## config.mk

```make
export PLATFORM = sky130hd
export DESIGN_NAME = tree_accumulator
export DESIGN_NICKNAME = d
export VERILOG_FILES = /design/src/rtl/tree_acc_pkg.sv /design/src/rtl/tree_accumulator_stage.sv /design/src/rtl/tree_accumulator.sv
export SDC_FILE = /design/constraint.sdc
export NUM_CORES = 2
export LEC_CHECK = 0
export ABC_AREA = 1
export CORE_MARGIN = 3
export CORE_UTILIZATION = 55
export DETAILED_ROUTE_END_ITERATION = 10
export GPL_ROUTABILITY_DRIVEN = 0
export MAX_ROUTING_LAYER = met4
export PLACE_DENSITY = 0.75
export RECOVER_POWER = 25
export SYNTH_ARGS = -nofsm -noshare
export SYNTH_HDL_FRONTEND = slang
export SYNTH_SLANG_ARGS = --single-unit
```

## constraint.sdc

```tcl
create_clock -name clk -period 11.2 [get_ports clk]
set_input_delay 3.36 -clock clk [delete_from_list [all_inputs] [get_ports clk]]
set_output_delay 3.36 -clock clk [all_outputs]
set_load 0.05 [all_outputs]
```

## src/rtl/tree_acc_pkg.sv

```systemverilog
// Shared helpers for the tree accumulator: saturating add, mode width and mode conventions.
package tree_acc_pkg;

  localparam int MODE_NONE = 0;

  typedef struct packed {
    logic               ovf;
    logic signed [63:0] sum;
  } sat_t;

  // Full reduction level for a given lane count.
  function automatic int mode_full(input int lanes);
    return $clog2(lanes);
  endfunction

  function automatic int mode_w(input int lanes);
    return $clog2($clog2(lanes) + 1);
  endfunction

  // Operands arrive sign-extended to 64 bits and are clamped to a signed w-bit range (w <= 62).
  function automatic sat_t sat_add(input logic signed [63:0] a,
                                   input logic signed [63:0] b,
                                   input int                 w);
    logic signed [63:0] s, mx, mn;
    sat_t r;
    s  = a + b;
    mx = (64'sd1 <<< (w - 1)) - 64'sd1;
    mn = -mx - 64'sd1;
    r.ovf = (s > mx) || (s < mn);
    r.sum = (s > mx) ? mx : (s < mn) ? mn : s;
    return r;
  endfunction

endpackage

```

## src/rtl/tree_accumulator_stage.sv

```systemverilog
// One registered pairwise-add level of the reduction tree; sums grow one bit so they never wrap.
module adder_tree_stage #(
  parameter int N_IN   = 2,
  parameter int W_IN   = 16,
  parameter int MODE_W = 1
) (
  input  logic                        clk,
  input  logic                        rst_n,
  input  logic                        adv,
  input  logic                        in_valid,
  input  logic                        in_last,
  input  logic [MODE_W-1:0]           in_mode,
  input  logic [N_IN-1:0][W_IN-1:0]   in_data,
  output logic                        out_valid,
  output logic                        out_last,
  output logic [MODE_W-1:0]           out_mode,
  output logic [N_IN/2-1:0][W_IN:0]   out_data
);

  logic [N_IN/2-1:0][W_IN:0] sum;

  always_comb begin
    sum = '0;
    for (int j = 0; j < N_IN/2; j++)
      sum[j] = (W_IN+1)'(signed'(in_data[2*j])) + (W_IN+1)'(signed'(in_data[2*j+1]));
  end

  always_ff @(posedge clk or negedge rst_n) begin
    if (!rst_n) begin
      out_valid <= 1'b0;
      out_last  <= 1'b0;
      out_mode  <= '0;
      out_data  <= '0;
    end else if (adv) begin
      out_valid <= in_valid;
      out_last  <= in_last;
      out_mode  <= in_mode;
      out_data  <= sum;
    end
  end

endmodule

```

## src/rtl/tree_accumulator.sv

```systemverilog
// Pipelined adder-tree reduction with per-group saturating accumulation and a ready/valid output.
module tree_accumulator
  import tree_acc_pkg::*;
#(
  parameter int LANES = 8,
  parameter int IN_W  = 16,
  parameter int ACC_W = 32
) (
  input  logic                        clk,
  input  logic                        rst_n,
  input  logic                        in_valid,
  output logic                        in_ready,
  input  logic [LANES*IN_W-1:0]       in_data,
  input  logic [mode_w(LANES)-1:0]    in_mode,
  input  logic                        in_last,
  output logic                        out_valid,
  input  logic                        out_ready,
  output logic [LANES*ACC_W-1:0]      out_data,
  output logic [mode_w(LANES)-1:0]    out_mode,
  output logic                        out_ovf
);

  localparam int LEVELS = mode_full(LANES);
  localparam int MODE_W = mode_w(LANES);

  typedef logic [LANES-1:0][ACC_W-1:0] lane_vec_t;

  logic adv;
  assign adv      = !out_valid || out_ready;
  assign in_ready = adv;

  // Mode is captured on the first beat of a group and reused for the rest of it.
  logic              in_open;
  logic [MODE_W-1:0] mode_q, mode_clamp, mode_eff;

  assign mode_clamp = (int'(in_mode) > LEVELS) ? MODE_W'(LEVELS) : in_mode;
  assign mode_eff   = in_open ? mode_q : mode_clamp;

  always_ff @(posedge clk or negedge rst_n) begin
    if (!rst_n) begin
      in_open <= 1'b0;
      mode_q  <= '0;
    end else if (in_valid && adv) begin
      in_open <= !in_last;
      mode_q  <= mode_eff;
    end
  end

  // lvl[k] holds the level-k sums sign-extended to ACC_W, zero above LANES>>k.
  lane_vec_t         lvl     [LEVELS+1];
  lane_vec_t         tap_sel [LEVELS+1];
  lane_vec_t         tap_q   [1:LEVELS];
  logic [LEVELS:0]   v_l, last_l;
  logic [MODE_W-1:0] mode_l  [LEVELS+1];

  assign v_l[0]    = in_valid;
  assign last_l[0] = in_last;
  assign mode_l[0] = mode_eff;

  for (genvar i = 0; i < LANES; i++) begin : g_in
    assign lvl[0][i] = ACC_W'(signed'(in_data[i*IN_W +: IN_W]));
  end

  assign tap_sel[0] = (int'(mode_l[0]) == MODE_NONE) ? lvl[0] : '0;

  for (genvar k = 1; k <= LEVELS; k++) begin : g_lvl
    localparam int N_IN = LANES >> (k-1);
    localparam int W_IN = IN_W + k - 1;

    logic [N_IN-1:0][W_IN-1:0]  din;
    logic [N_IN/2-1:0][W_IN:0]  dout;

    for (genvar i = 0; i < N_IN; i++) begin : g_din
      assign din[i] = lvl[k-1][i][W_IN-1:0];
    end

    adder_tree_stage #(.N_IN(N_IN), .W_IN(W_IN), .MODE_W(MODE_W)) u_stage (
      .clk      (clk),
      .rst_n    (rst_n),
      .adv      (adv),
      .in_valid (v_l[k-1]),
      .in_last  (last_l[k-1]),
      .in_mode  (mode_l[k-1]),
      .in_data  (din),
      .out_valid(v_l[k]),
      .out_last (last_l[k]),
      .out_mode (mode_l[k]),
      .out_data (dout)
    );

    for (genvar j = 0; j < LANES; j++) begin : g_dout
      if (j < N_IN/2) begin : g_used
        assign lvl[k][j] = ACC_W'(signed'(dout[j]));
      end else begin : g_zero
        assign lvl[k][j] = '0;
      end
    end

    // The tapped vector travels alongside the tree so latency does not depend on mode.
    always_ff @(posedge clk or negedge rst_n) begin
      if (!rst_n)   tap_q[k] <= '0;
      else if (adv) tap_q[k] <= tap_sel[k-1];
    end

    assign tap_sel[k] = (mode_l[k] == MODE_W'(k)) ? lvl[k] : tap_q[k];
  end

  lane_vec_t tap, acc, sum;
  logic      acc_open, acc_ovf, any_ovf;
  sat_t      r;

  assign tap = tap_sel[LEVELS];

  always_comb begin
    sum     = '0;
    any_ovf = 1'b0;
    r       = '0;
    for (int j = 0; j < LANES; j++) begin
      r = sat_add(acc_open ? 64'(signed'(acc[j])) : 64'sd0, 64'(signed'(tap[j])), ACC_W);
      sum[j]  = r.sum[ACC_W-1:0];
      any_ovf = any_ovf | r.ovf;
    end
  end

  always_ff @(posedge clk or negedge rst_n) begin
    if (!rst_n) begin
      acc       <= '0;
      acc_open  <= 1'b0;
      acc_ovf   <= 1'b0;
      out_valid <= 1'b0;
      out_data  <= '0;
      out_mode  <= '0;
      out_ovf   <= 1'b0;
    end else if (adv) begin
      out_valid <= 1'b0;
      if (v_l[LEVELS]) begin
        if (last_l[LEVELS]) begin
          out_valid <= 1'b1;
          out_data  <= sum;
          out_mode  <= mode_l[LEVELS];
          out_ovf   <= acc_ovf | any_ovf;
          acc       <= '0;
          acc_open  <= 1'b0;
          acc_ovf   <= 1'b0;
        end else begin
          acc       <= sum;
          acc_open  <= 1'b1;
          acc_ovf   <= acc_ovf | any_ovf;
        end
      end
    end
  end

endmodule
```

==> metrics.md <==
| Metric | Value |
|---|---|
| Die footprint | `about 120000 sq um` |
| Latest clock arrival within the worst-skew pair | `around 0.7 ns` |
| Crit path DAT | `5.63 ns` |
| Maximum VDD drop | `between 200 and 250 uV` |
| RSZ-0062 raised after global routing | `no` |
| Post-DR wirelength/cell | `between 15 and 20 microns` |
| Initial DRC Count | `~5700` |
| Initial antenna violation count | `5` |
| Layout area overhead | `13.4%` |
| Num CTS Buffers | `between 100 and 150` |
| Worst path max stage delay | `roughly 0.83 ns` |
| CP Max Fanout | `between 150 and 200` |
| Post-synthesis sequential area ratio | `0.412` |
| Number of synthesized flops with an enable pin | `0` |
| Top cells by area, synth | `dfrtp_1, nand2_1, ha_1` |
| Slew @ Worst Pin | `roughly 5.7 ns` |
| Final core occ | `0.630` |
| Pin count of the biggest net entering global routing | `about 230` |
| DRC | `0` |
| DRT antenna net count | `0` |
| CP bufs+invs | `3` |
| Crit path cell chain | `dlygate4sd3_1 -> nor2_1 -> inv_8 -> clkdlybuf4s50_1` |
| Initial Util | `0.556` |
| Chip Height | `roughly 350 microns` |
| Root Driver | `clkbuf_16` |
| Synth unique cells | `65` |
| Most frequent cells after synthesis | `nand2_1, inv_1, dfrtp_1, o21ai_0, nor2_1` |
| Die width | `346 microns` |
| Layout cells sized above 1 | `0.0360` |
| CP max-delay cell | `clkdlybuf4s50_1` |
| NetSw | `about 12 mW` |
| Cell count after synthesis | `between 8000 and 9000` |
| Main synth FF type | `dfrtp_1` |
| Synthesized area per cell | `about 7.6 sq um` |
| Setup Total Neg Slack | `0 ns` |
| Maxcap violations | `2` |
| Finish-stage setup viols | `0` |
| CTS tree | `yes` |
| CP delay by family, top | `buffers and inverters` |
| Input/output buffers | `between 300 and 400` |
| I/O pin count | `roughly 400` |
| Synth warn | `0` |
| Clock transition at path regs | `0.06 ns` |
| Crit path launch type | `input pin` |
| Syn nets | `8961` |
| Hold/Removal Path Class | `reg -> reg` |
| Total wire length | `around 190000 microns` |
| F_max | `~110 MHz` |
| Vias in the first global route | `55100` |
| Final worst-path cycle share | `0.803` |
| Clk network pwr share | `0.155` |
| Failing checks | `max-capacitance violations, max-slew violations` |
| Sequential Power Share | `0.262` |
| Area leader, netlist | `dfrtp_1` |
| H-tree depth | `3` |
| Via/cell ratio | `5.70` |
| Endpoint class of the critical path | `output port` |
| Tmin final | `8.99 ns` |
| Slew HR | `-2.82` |
| Grt total ovfl | `0` |
| PnR Total Power | `23.9 mW` |
| CTS sink count | `around 1100` |
| Setup Crit Path Kind | `in -> out` |
| Power per cell area | `between 300 and 400 nW/um^2` |
| Final-report hold violation count | `0` |
| First-pass GRT wire length | `297000 microns` |
| HPWL after DPL | `133000 microns` |
| Slew Viols, Final | `225` |
| Row cnt | `~120` |
| Critical Path RT | `between 7 and 8 ns` |
| Status | `finished with violations` |
| GRT Overall Usage | `0.313` |
| Hold_buf cts | `0` |
| LEAKAGE | `roughly 37 nW` |
| Worst Skew | `about 0.032 ns` |
| Post-cts resize count | `0` |
| Top cell type's share of synthesized area | `0.412` |
| Synthesized area | `between 60000 and 70000 sq um` |
| Setup bufs post-CTS | `0` |
| Core region area | `115000 sq um` |
| Post-synth ARST share | `1.00` |
| Longest Clk Path Bufs | `3` |
| Via count | `58300` |
| Sw frac | `0.511` |
| 1st-pass router iterations | `6` |
| Seq cells post-synth | `1050` |
| Final nets | `9145` |
| Top-count cell post-synth | `nand2_1` |
| Combinational share of power | `0.582` |
| Internal power | `about 12 mW` |
power groups by stage:
stage | registers (mW) | logic (mW) | clock network [mW]
global route | 6.41 | 15.4 | 3.91
CTS | 6.24 | 13.8 | 3.76
finish | 6.27 | 13.9 | 3.70
detailed placement | 6.29 | 13.7 | 0
floorplan | 7.43 | 8.36 | 0
global placement | 6.26 | 13.4 | 0
final timing paths:
path                                  start           end  slack (ns)  cells after the start
worst max-delay path              out_ready      in_ready        2.21                      4
worst min-delay path            out_mode[1]   out_mode[1]        0.47                      2
worst max register to register     acc_open       acc_ovf        4.73                     32
worst min register to register  out_mode[1]   out_mode[1]        0.47                      2
max in group asynchronous             rst_n      acc[206]        2.44                      3
min in group asynchronous             rst_n  out_data[50]        4.78                      1
cell usage in the layout (no fill, tap or decap), drive strengths merged, types with 14 or more instances in the layout:
cell type / Yosys / layout
a21oi: 460 / 460
clkbuf: 313 / 160
fa: 23 / 23
ha: 372 / 372
a31oi: 127 / 127
o21bai: 37 / 37
nand4: 23 / 23
a32o: 92 / 92
a21o: 28 / 28
clkinv: 1 / 27
buf: 59 / 49
dfrtp: 1050 / 1050
xor2: 123 / 123
nor3: 45 / 45
inv: 1097 / 1099
clkdlybuf4s50: 0 / 393
a21boi: 14 / 14
nand2: 2263 / 2263
nor2: 564 / 564
o21ai: 1003 / 1003
nand3: 362 / 362
xnor2: 114 / 114
or2: 20 / 20
a22o: 81 / 81
o211ai: 16 / 16
nor4: 18 / 18
o31ai: 50 / 50
through the flow:
stage	instance area, sq um	instances	hold WS (ns)	setup slack, ns
after floorplan	63700	8431	0.448	3.43
after global placement	68700	10000	0.463	2.37
after detailed placement	68700	10000	0.464	2.38
after CTS	72300	10200	0.481	2.38
after global routing	72300	10200	0.497	1.33
final	72300	10200	0.474	2.21
final cells by class:
class	count	area, sq um
clock inverters	42	463
clock buffers	158	3150
diodes	2	5.00
fillers	9956	42400
inverters	1098	4150
well taps	1512	1890
multi-input cells	5911	31900
repair buffers	445	4410
flip-flops and latches	1050	26300
worst register-to-register path, delay by kind of cell (launching register included):
family          cells  cell delay [ns]
simple gates       25             3.29
buf+inv             3             0.83
flops               1             1.12
compound gates      2             0.41
fa+ha+maj           2             0.70
flip-flops by register name (all words and copies together), names as in the netlist:
signal,flops
g_lvl.u_stage.out_last,3
in_open,1
g_lvl.u_stage.out_data,123
tap_q,394
out_mode,2
acc,256
acc_ovf,1
g_lvl.u_stage.out_mode,6
out_data,256
mode_q,2
acc_open,1
out_valid,1
g_lvl.u_stage.out_valid,3
out_ovf,1
per-layer routing:
metal,vias up,track usage,share of wire
met3,321,0.0402,0.078
met4,0,0.0997,0.034
met2,2262,0.462,0.43
met1,27800,0.449,0.46
met5,-,-,0
li1,28000,-,-
logic make-up after synthesis:
logic type                 count (synthesis)  synth area share
xor gates and xnor gates                 237            0.0326
adders and majority gates                395            0.0802
AOI/OAI and AO/OA                       1962             0.179
DFF                                     1050             0.412
muxes                                      1          0.000157
and+or+nand+nor                         3316             0.208
buffers and inverters                   1470            0.0880
(Power assumes the default switching activity.)
